==> src/rtl/b_imm_encoder_if.sv <==
// b_imm_encoder_if: branch-offset request in, encoded B-type instruction out, valid/ready on both sides.
interface b_imm_encoder_if;
  logic        in_valid;
  logic        in_ready;
  logic [31:0] offset;
  logic [2:0]  funct3;
  logic [4:0]  rs1;
  logic [4:0]  rs2;
  logic        out_valid;
  logic        out_ready;
  logic [31:0] instr;
  logic        range_err;
  logic        align_err;
  modport master (
    output in_valid, offset, funct3, rs1, rs2, out_ready,
    input  in_ready, out_valid, instr, range_err, align_err
  );
  modport slave (
    input  in_valid, offset, funct3, rs1, rs2, out_ready,
    output in_ready, out_valid, instr, range_err, align_err
  );
endinterface

==> src/rtl/b_imm_encoder.sv <==
// b_imm_encoder: one-entry registered B-type encoder with range/alignment flags.
// Define BIMM_ERR_CNT_EN to add the saturating error counter (clr_cnt/err_cnt ports).
module b_imm_encoder #(
  parameter logic [6:0] OPCODE = 7'b1100011
) (
  input  logic clk,
  input  logic rst_n,
  b_imm_encoder_if.slave bus
`ifdef BIMM_ERR_CNT_EN
  ,
  input  logic       clr_cnt,
  output logic [7:0] err_cnt
`endif
);
  logic        accept;
  logic        fits;
  logic [12:0] imm;
  assign bus.in_ready = !bus.out_valid || bus.out_ready;
  assign accept = bus.in_valid && bus.in_ready;
  assign imm = bus.offset[12:0];
  assign fits = bus.offset == {{19{imm[12]}}, imm};
  always_ff @(posedge clk or negedge rst_n) begin
    if (!rst_n) begin
      bus.out_valid <= 1'b0;
      bus.instr     <= '0;
      bus.range_err <= 1'b0;
      bus.align_err <= 1'b0;
    end else if (accept) begin
      bus.out_valid <= 1'b1;
      bus.instr     <= {imm[12], imm[10:5], bus.rs2, bus.rs1, bus.funct3, imm[4:1], imm[11], OPCODE};
      bus.range_err <= !fits;
      bus.align_err <= imm[0];
    end else if (bus.out_ready) begin
      bus.out_valid <= 1'b0;
    end
  end
`ifdef BIMM_ERR_CNT_EN
  always_ff @(posedge clk or negedge rst_n) begin
    if (!rst_n) err_cnt <= '0;
    else if (clr_cnt) err_cnt <= '0;
    else if (accept && (!fits || imm[0]) && err_cnt != 8'hFF) err_cnt <= err_cnt + 8'd1;
  end
`endif
endmodule

==> src/flat_wrapper.sv <==
// flat-port wrapper written by rule: the top's interface ports become plain ports
module b_imm_encoder_flat 
#(
  parameter logic [6:0] OPCODE = 7'b1100011
)
  (clk, rst_n, bus_in_valid, bus_offset, bus_funct3, bus_rs1, bus_rs2, bus_out_ready, bus_in_ready, bus_out_valid, bus_instr, bus_range_err, bus_align_err);
  b_imm_encoder_if bus_i ();
  input  logic clk;
  input  logic rst_n;
  input wire logic [$bits(bus_i.in_valid)-1:0] bus_in_valid;
  input wire logic [$bits(bus_i.offset)-1:0] bus_offset;
  input wire logic [$bits(bus_i.funct3)-1:0] bus_funct3;
  input wire logic [$bits(bus_i.rs1)-1:0] bus_rs1;
  input wire logic [$bits(bus_i.rs2)-1:0] bus_rs2;
  input wire logic [$bits(bus_i.out_ready)-1:0] bus_out_ready;
  output wire logic [$bits(bus_i.in_ready)-1:0] bus_in_ready;
  output wire logic [$bits(bus_i.out_valid)-1:0] bus_out_valid;
  output wire logic [$bits(bus_i.instr)-1:0] bus_instr;
  output wire logic [$bits(bus_i.range_err)-1:0] bus_range_err;
  output wire logic [$bits(bus_i.align_err)-1:0] bus_align_err;
  assign bus_i.in_valid = bus_in_valid;
  assign bus_i.offset = bus_offset;
  assign bus_i.funct3 = bus_funct3;
  assign bus_i.rs1 = bus_rs1;
  assign bus_i.rs2 = bus_rs2;
  assign bus_i.out_ready = bus_out_ready;
  assign bus_in_ready = bus_i.in_ready;
  assign bus_out_valid = bus_i.out_valid;
  assign bus_instr = bus_i.instr;
  assign bus_range_err = bus_i.range_err;
  assign bus_align_err = bus_i.align_err;
  b_imm_encoder #(.OPCODE(OPCODE)) u_core (.clk(clk), .rst_n(rst_n), .bus(bus_i));
endmodule
==> config.mk <==
export PLATFORM = sky130hd
export DESIGN_NAME = b_imm_encoder_flat
export DESIGN_NICKNAME = d
export VERILOG_FILES = /design/src/rtl/b_imm_encoder_if.sv /design/src/rtl/b_imm_encoder.sv /design/src/flat_wrapper.sv
export SDC_FILE = /design/constraint.sdc
export NUM_CORES = 1
export LEC_CHECK = 0
export ABC_AREA = 0
export CAP_MARGIN = 40
export CELL_PAD_IN_SITES_DETAIL_PLACEMENT = 0
export CELL_PAD_IN_SITES_GLOBAL_PLACEMENT = 2
export CORE_UTILIZATION = 19
export CTS_CLUSTER_DIAMETER = 30
export DETAILED_ROUTE_END_ITERATION = 10
export PLACE_DENSITY = 0.82
export SETUP_SLACK_MARGIN = 0.1
export SLEW_MARGIN = 15
export SYNTH_ARGS = -nofsm -noshare
export SYNTH_HDL_FRONTEND = slang
export SYNTH_SLANG_ARGS = --single-unit
==> constraint.sdc <==
create_clock -name clk -period 1.2 [get_ports clk]
set_input_delay 0.12 -clock clk [delete_from_list [all_inputs] [get_ports clk]]
set_output_delay 0.12 -clock clk [all_outputs]
set_load 0.1 [all_outputs]
==> results of run 1 <==
==> state kept, by name, summed over array words and instances (netlist names) <==
name                  cells
u_core.bus.align_err      1
u_core.bus.out_valid      1
u_core.bus.range_err      1
u_core.bus.instr         26
==> final cells by class <==
| type | instances | area, µm² |
|---|---|---|
| clock buffers | 5 | 68.8 |
| flip-flops and latches | 29 | 733 |
| multi-input cells | 52 | 513 |
| well taps | 77 | 96.3 |
| repair buffers | 88 | 1220 |
| fillers | 612 | 3740 |
| clock inverters | 3 | 17.5 |
==> kinds of logic after synthesis <==
group                  after synthesis  synth area share [%]
buffers and inverters                9                  5.75
muxes                               26                  25.3
other                                1                 0.297
AOI/OAI and AO/OA                    2                  1.39
and+or+nand+nor                     21                  9.81
DFF                                 29                  57.5
==> where the power goes <==
part	total, mW	internal (mW)	leakage [nW]	switching (mW)
clock network	0.773	0.399	0.0439	0.374
logic	2.12	0.846	0.790	1.27
registers	1.26	1.12	0.334	0.147
==> worst min path at each step <==
stage	cells past startpoint	from	slack, ns	endpoint
after floorplan	0	rst_n	-0.18	u_core.bus.align_err
after global placement	2	rst_n	0.51	u_core.bus.instr[29]
after detailed placement	2	rst_n	0.51	u_core.bus.instr[8]
after CTS	2	rst_n	0.20	u_core.bus.instr[13]
after global routing	2	rst_n	0.21	u_core.bus.instr[13]
final	2	rst_n	0.21	u_core.bus.instr[13]
==> per-layer routing <==
| layer | up-vias | share of wire (%) | GRT usage [%] | wire [µm] |
|---|---|---|---|---|
| met5 | - | 0 | 0 | 0 |
| li1 | 481 | - | - | - |
| met2 | 50 | 56 | 17.7 | 1780 |
| met1 | 514 | 37 | 11.7 | 1170 |
| met4 | 0 | 0.81 | 3.24 | 26 |
| met3 | 5 | 6.8 | 3.17 | 217 |
==> timing repair <==
item,in CTS,in global routing
setup endpoints to repair,33,33
gates resized for setup,20,1
pin swaps,4,0
setup buffers,1,0
==> worst max-delay path, cell delays in order (launching register included) <==
cell,delay (ns)
dfrtp_4,0.49
nand2b_4,0.09
buf_6,0.11
buf_12,0.16
==> cell usage after synthesis <==
cell      instances  area, µm²
nand3_1           3       15.0
or3_1             2       12.5
nand2b_1          2       12.5
mux2_2           19        214
buf_2             1       5.00
buf_6             2       22.5
nand2b_4          1       13.8
nand2_1           3       11.3
nor2_1            1       3.75
buf_4             6       45.0
nor3_1            1       5.00
a22oi_2           1       12.5
nor4_1            4       25.0
conb_1            1       3.75
mux2_4            7        105
dfrtp_1          29        726
o21ai_1           1       5.00
nand4_1           4       25.0
==> summary.json, run 1 <==
{
  "crit_required_ns": 1.08,
  "clock_path_buffers": 2,
  "crit_arrival_ns": 1.12,
  "grt.overflow.total": 0,
  "timing_worst_setup_path_type": "flip-flop to output port",
  "firstDrtPassIters": 4,
  "pre_cts_ws_ns": -0.279,
  "timing.final.setup_violations": 18,
  "detail_route.wirelength_um": 3200,
  "io_buffers": 81,
  "layout.cells.most_common_list": "buf_12 (36), clkdlybuf4s50_1 (33), dfrtp_1 (27)",
  "r2r_end": "u_core.bus.instr[20]",
  "fmax_ghz": 0.807,
  "cell_area_after_technology_mapping_um2": 1260,
  "core_utilization_of_the_finished_layout_pct": 41.4,
  "cts_root_buffer": "clkbuf_8",
  "coreArea_um2": 6390,
  "antenna_violations_before_repair": 0,
  "min_path_type": "primary input to async pin",
  "top_level_ports": 85,
  "outcome": "complete, but fails checks",
  "min_period_over_period_pct": 103,
  "cts_made_buffers": 5,
  "r2r_setup_slack_ns": -0.04,
  "initial_utilization_pct": 19.8,
  "clock_latency_ns": 0.28,
  "via_count_of_the_first_global_routing_pass": 1106,
  "die_outline_height_um": 83.5,
  "floorplan.die_area_um2": 6970,
  "dr_total_vias": 1050,
  "rsz_0062_raised_after_global_routing": "yes",
  "power.ir.vdd_worst_uv": 760,
  "maximum_level_of_the_cts_h_tree": 2,
  "worstSetupStartpointType": "flip-flop",
  "synth.avg_cell_area_um2": 14.3,
  "cts_tree": "done",
  "grt_start_max_net_pins": 30,
  "antennaDiodeCount": 0,
  "final.setup.worst_slack_ns": -0.0385,
  "place.detailed.hpwl_um": 2520,
  "route.detailed.drc": 0,
  "timing.final.crit_period_ns": 1.24,
  "area_growth_syn_to_layout_pct": 110,
  "power_leakage_nw": 1.17,
  "cts_hold_buffers": 0,
  "hold_slack_ns": 0.210,
  "yosys_register_bits": 29,
  "clk_transition_reported_paths_ns": 0.07,
  "launching_instance_or_port_of_the_critical_path": "u_core.bus.out_valid",
  "antenna_violating_nets_post_route": 0,
  "critPathCapture": "bus_in_ready",
  "wire_per_inst_um": 12.6,
  "crit_fanout": 2,
  "fraction_of_final_layout_cells_with_drive_strength_greater_than_1_pct": 45.8,
  "drt_iter0_drc": 32,
  "max_cap_violations": 0,
  "maxSlewViolCount": 0,
  "grt_use_total_pct": 10.1,
  "fin_cells": 254,
  "final.setup_skew_ns": 0.00555,
  "post_synth_inst_count": 88,
  "worst_case_reg_to_reg_path_depth": 4,
  "std_cell_rows": 29,
  "routability_driven_placement_congestion_ratio": 0.664,
  "cts.sink_count": 29,
  "layout_commonest_cell": "buf_12",
  "final_net_count": 225,
  "report.power.total_mw": 4.16,
  "failed_checks": "negative setup slack",
  "die-width_um": 83.5,
  "routed_via_density": 4.13,
  "r2r_start": "u_core.bus.out_valid",
  "timing.final.hold_violations": 0,
  "synth.distinct_cells": 18,
  "post-place-cells": 245,
  "timing.setup.tns_ns": -0.348,
  "placement.cell_area_um2": 2550,
  "synthesis.yosys.warnings": 0,
  "wire_length_of_the_first_global_routing_pass_um": 5500,
  "finish.instance_area_um2": 2650,
  "p_per_area_nw_per_um2": 1570,
  "cp_capture_type": "output port",
  "yosysSeqAreaShare_pct": 57.5
}
Note: power is estimated with default switching activity, not from simulation.
==> run 2: changes to the inputs <==
--- a/config.mk
+++ b/config.mk
@@ -5,14 +5,15 @@
 export SDC_FILE = /design/constraint.sdc
 export NUM_CORES = 1
 export LEC_CHECK = 0
-export ABC_AREA = 0
 export CAP_MARGIN = 40
 export CELL_PAD_IN_SITES_DETAIL_PLACEMENT = 0
 export CELL_PAD_IN_SITES_GLOBAL_PLACEMENT = 2
-export CORE_UTILIZATION = 19
+export CORE_MARGIN = 5
+export CORE_UTILIZATION = 32
 export CTS_CLUSTER_DIAMETER = 30
 export DETAILED_ROUTE_END_ITERATION = 10
-export PLACE_DENSITY = 0.82
+export DONT_BUFFER_PORTS = 1
+export PLACE_DENSITY = 0.78
 export SETUP_SLACK_MARGIN = 0.1
 export SLEW_MARGIN = 15
 export SYNTH_ARGS = -nofsm -noshare
==> summary.json, run 2 (same netlist as run 1, synthesis figures left out) <==
{
  "area_growth_syn_to_layout_pct": 72.4,
  "die-width_um": 72.8,
  "antenna_violations_before_repair": 0,
  "crit_arrival_ns": 1.38,
  "crit_required_ns": 1.35,
  "rsz_0062_raised_after_global_routing": "yes",
  "timing_worst_setup_path_type": "flip-flop to flip-flop",
  "r2r_setup_slack_ns": -0.04,
  "timing.final.crit_period_ns": 1.24,
  "core_utilization_of_the_finished_layout_pct": 58.2,
  "cts_tree": "done",
  "floorplan.die_area_um2": 5300,
  "min_period_over_period_pct": 103,
  "top_level_ports": 85,
  "cts_root_buffer": "clkbuf_8",
  "clockPowerShare_pct": 23.6,
  "io_buffers": 0,
  "routed_via_density": 4.71,
  "wire_per_inst_um": 16.4,
  "final.setup.worst_slack_ns": -0.0354,
  "fraction_of_final_layout_cells_with_drive_strength_greater_than_1_pct": 48.0,
  "p_per_area_nw_per_um2": 1870,
  "final.setup_skew_ns": 0.00900,
  "final_net_count": 198,
  "multi_input_combinational_cell_area_um2": 494,
  "cts_made_buffers": 5,
  "firstDrtPassIters": 3,
  "top_register": "u_core.bus.instr",
  "initial_utilization_pct": 33.7,
  "power.share.sequential_pct": 30.3,
  "min_path_type": "primary input to flip-flop",
  "layout.cells.most_common_list": "dlygate4sd3_1 (27), dfrtp_1 (27), buf_12 (18)",
  "outcome": "complete, but fails checks",
  "dr_total_vias": 933,
  "die_outline_height_um": 72.8,
  "nFillCells": 305,
  "power.ir.vdd_worst_uv": 1040,
  "crit_fanout": 18,
  "grt_start_max_net_pins": 30,
  "grt_use_total_pct": 12.8,
  "drt_iter0_drc": 33,
  "wire_length_of_the_first_global_routing_pass_um": 5020,
  "timing.final.hold_violations": 0,
  "finish.instance_area_um2": 2180,
  "swShare_pct": 42.4,
  "seqCellArea_um2": 733,
  "clock_latency_ns": 0.27,
  "maximum_level_of_the_cts_h_tree": 2,
  "antenna_violating_nets_post_route": 0,
  "pre_cts_ws_ns": -0.0161,
  "netSwitchingPower_mw": 1.72,
  "placement.cell_area_um2": 1740,
  "route.detailed.drc": 0,
  "std_cell_rows": 22,
  "fmax_ghz": 0.809,
  "clk_transition_reported_paths_ns": 0.07,
  "combinationalPowerShare_pct": 46.0,
  "power_leakage_nw": 0.963,
  "worstSetupStartpointType": "flip-flop",
  "timing.final.setup_violations": 23,
  "routability_driven_placement_congestion_ratio": 0.777,
  "cp_capture_type": "flip-flop",
  "max_cap_violations": 0,
  "grt.overflow.total": 0,
  "clock_path_buffers": 2,
  "maxSlewViolCount": 0,
  "antennaDiodeCount": 0,
  "coreArea_um2": 3740,
  "internal_power_mw": 2.34,
  "failed_checks": "negative setup slack",
  "cts.sink_count": 29,
  "via_count_of_the_first_global_routing_pass": 1062,
  "detail_route.wirelength_um": 3240,
  "largest_register_ffs": 26
}
==> run 2: cell types whose count changed in the layout (fill, tap and decap cells not counted), moves of 2 or more <==
cell and change:
buf_12 -18, buf_4 +9, buf_6 +2, clkdlybuf4s50_1 -33, dlygate4sd2_1 -15, dlygate4sd3_1 +27, mux2_2 +3, mux2_4 -3
==> run 2: final timing paths <==
path | from | endpoint | depth (start not counted)
worst max-delay path | u_core.bus.out_valid | u_core.bus.instr[18] | 4
worst min-delay path | bus_offset[6] | u_core.bus.instr[26] | 1
worst max register to register | u_core.bus.out_valid | u_core.bus.instr[18] | 4
worst min register to register | u_core.bus.instr[23] | u_core.bus.instr[23] | 1
max in group asynchronous | rst_n | u_core.bus.instr[6] | 2
min in group asynchronous | rst_n | u_core.bus.instr[30] | 2
==> run 2: timing repair <==
action                                  4_1_cts  5_1_grt
buffers inserted                              0        1
endpoints found under the setup margin       33       33
endpoints found under the hold margin        53        2
gates resized for setup                       3        4
hold buffers                                 26        2
==> run 2: area by class of cell <==
cell class                 count  area share, %
timing repair buffer          61           35.9
tap                           48           2.76
sequential                    29           33.7
clock buffer                   6           3.33
multi-input combinational     52           22.7
clock inverter                 2           1.61
==> run 2: through the flow <==
step	setup TNS, ns	hold slack, ns	std cells	power [mW]
4_1_cts	-0.391	0.000422	195	4.08
5_1_grt	-1.47	0.0183	198	4.22
6_report	-0.385	0.0205	198	4.07
2_1_floorplan	-11.87	-0.176	90	2.49
3_3_place_gp	0	-0.175	161	2.99
3_5_place_dp	-0.0387	-0.175	161	3.01
==> run 2: power by group through the flow <==
stage	combinational [mW]	sequential (mW)	clock [mW]
after floorplan	0.289	2.20	0
after global routing	1.92	1.25	1.05
after global placement	1.75	1.24	0
after CTS	1.86	1.23	0.983
after detailed placement	1.76	1.25	0
final	1.87	1.23	0.961
==> run 2: critical path, stage by stage (launching register included) <==
cell      delay (ns)
dfrtp_4         0.50
nand2b_4        0.09
nand2_4         0.06
buf_12          0.16
mux2_4          0.30
==> run 2: per-layer routing <==
| layer | wire (µm) | vias to the layer above | part of all wire (%) | track usage [%] |
|---|---|---|---|---|
| li1 | - | 426 | - | - |
| met1 | 1070 | 449 | 33 | 12.9 |
| met2 | 1770 | 54 | 55 | 23.1 |
| met3 | 333 | 4 | 10 | 4.96 |
| met4 | 62 | 0 | 1.9 | 5.53 |
| met5 | 0 | - | 0 | 0 |
==> run 3: changes to the inputs <==
--- a/config.mk
+++ b/config.mk
@@ -8,6 +8,7 @@
 export CAP_MARGIN = 40
 export CELL_PAD_IN_SITES_DETAIL_PLACEMENT = 0
 export CELL_PAD_IN_SITES_GLOBAL_PLACEMENT = 2
+export CORE_ASPECT_RATIO = 0.9
 export CORE_MARGIN = 5
 export CORE_UTILIZATION = 32
 export CTS_CLUSTER_DIAMETER = 30
==> summary.json, run 3 (same netlist as run 1, synthesis figures left out) <==
{
  "outcome": "complete, but fails checks",
  "failed_checks": "negative setup slack",
  "grt.overflow.total": 0,
  "final_net_count": 199,
  "antenna_violations_before_repair": 0,
  "floorplan.die_area_um2": 5300,
  "critical-path-slowest-cell": "dfrtp_4",
  "area_growth_syn_to_layout_pct": 69.5,
  "fmax_ghz": 0.821,
  "largest_register_ffs": 26,
  "detail_route.wirelength_um": 3340,
  "cp_capture_type": "flip-flop",
  "pre_cts_ws_ns": -0.00496,
  "grt_start_max_net_pins": 30,
  "wire_per_inst_um": 17.0,
  "maxSlewViolCount": 0,
  "worst_case_reg_to_reg_path_depth": 4,
  "timing.final.crit_period_ns": 1.22,
  "coreArea_um2": 3760,
  "dr_total_vias": 956,
  "clock_latency_ns": 0.27,
  "die-width_um": 76.2,
  "cts.sink_count": 29,
  "cts_made_buffers": 5,
  "grt_use_total_pct": 12.6,
  "maximum_level_of_the_cts_h_tree": 2,
  "report.power.total_mw": 3.92,
  "firstDrtPassIters": 4,
  "nFillCells": 289,
  "antenna_violating_nets_post_route": 0,
  "power_leakage_nw": 0.955,
  "seqCellArea_um2": 733,
  "min_period_over_period_pct": 102,
  "routability_driven_placement_congestion_ratio": 0.677,
  "initial_utilization_pct": 33.6,
  "met2RoutedLength_um": 1840,
  "via_count_of_the_first_global_routing_pass": 1116,
  "cts_root_buffer": "clkbuf_8",
  "route.layer.met1.wl_um": 1180,
  "drt_iter0_drc": 26,
  "final.setup.worst_slack_ns": -0.0183,
  "cpPeakStageDelay_ns": 0.48,
  "route.detailed.drc": 0,
  "io_buffers": 0,
  "place.detailed.hpwl_um": 2330,
  "clock_path_buffers": 2,
  "die_outline_height_um": 69.6,
  "multi_input_combinational_cell_area_um2": 494,
  "crit_chain": "nand2b_4 > nand2_4 > buf_12 > mux2_4",
  "worstSetupStartpointType": "flip-flop",
  "power.ir.vdd_worst_uv": 663,
  "timing.final.setup_violations": 16,
  "rsz_0062_raised_after_global_routing": "yes",
  "max_cap_violations": 0,
  "clk_transition_reported_paths_ns": 0.06,
  "crit_fanout": 10,
  "cts_tree": "done",
  "timing.setup.tns_ns": -0.152,
  "layout.cells.most_common_list": "dlygate4sd3_1 (27), dfrtp_1 (27), buf_4 (17)",
  "p_per_area_nw_per_um2": 1830,
  "fraction_of_final_layout_cells_with_drive_strength_greater_than_1_pct": 49.0,
  "std_cell_rows": 21,
  "crit_arrival_ns": 1.37,
  "wire_length_of_the_first_global_routing_pass_um": 5360,
  "dr_wl_met3_um": 273,
  "final.setup_skew_ns": 0.00600,
  "min_path_cells": 1,
  "antennaDiodeCount": 0,
  "timing.final.hold_violations": 0,
  "top_register": "u_core.bus.instr",
  "top_layer_used": "met4",
  "crit_required_ns": 1.35,
  "routed_via_density": 4.85,
  "top_level_ports": 85,
  "min_path_type": "primary input to flip-flop",
  "timing_worst_setup_path_type": "flip-flop to flip-flop"
}
[run 3: cell count changes in the layout (fill, tap and decap cells not counted)]
cell       change
buf_12         -4
buf_4          +5
buf_6          -1
bufinv_16      -1
clkbuf_1       -1
clkbuf_16      +1
clkbuf_8       +2
[run 3: metrics by stage]
step	instances	util (%)	hold slack, ns	cell area [µm²]
2_1_floorplan	90	-	-0.176	1310
3_3_place_gp	159	45.3	-0.175	1700
3_5_place_dp	159	45.3	-0.175	1700
4_1_cts	194	55.8	0.00208	2100
5_1_grt	197	56.9	0.00436	2140
6_report	197	56.9	0.00731	2140
[run 3: per-layer routing]
metal / GRT usage [%] / vias to the layer above
li1: - / 429
met5: 0 / -
met4: 6.60 / 0
met2: 22.1 / 57
met1: 13.2 / 466
met3: 4.42 / 4
[run 3: timing repair]
item,CTS,global route
cloned,0,1
resized for setup,3,0
hold buffers,27,1
hold endpoints to repair,54,1
buffers inserted,0,1
endpoints found under the setup margin,32,32
[run 3: final timing paths]
check	from	to	slack, ns
min in group asynchronous	rst_n	u_core.bus.instr[14]	0.31
setup reg to reg	u_core.bus.out_valid	u_core.bus.instr[18]	-0.02
setup / recovery	u_core.bus.out_valid	u_core.bus.instr[18]	-0.02
max in group asynchronous	rst_n	u_core.bus.out_valid	0.71
hold reg to reg	u_core.bus.range_err	u_core.bus.range_err	0.50
hold / removal	bus_offset[9]	u_core.bus.instr[29]	0.007
[run 3: critical path, delay by kind of cell, from the launching register on]
| kind | cells | cell delay [ns] |
|---|---|---|
| DFF | 1 | 0.48 |
| muxes | 1 | 0.30 |
| and+or+nand+nor | 2 | 0.16 |
| buffers and inverters | 1 | 0.16 |
[run 3: report_power, final]
| part | switching [mW] | total [mW] | internal (mW) |
|---|---|---|---|
| clock | 0.344 | 0.861 | 0.517 |
| combinational | 1.26 | 1.84 | 0.575 |
| sequential | 0.111 | 1.23 | 1.12 |
| total | 1.72 | 3.92 | 2.21 |
[run 3: layout make-up]
type	count	area share, %
well taps	46	2.69
clock buffers	7	4.50
multi-input cells	52	23.1
repair buffers	62	35.2
clock inverters	1	0.234
flip-flops and latches	29	34.3
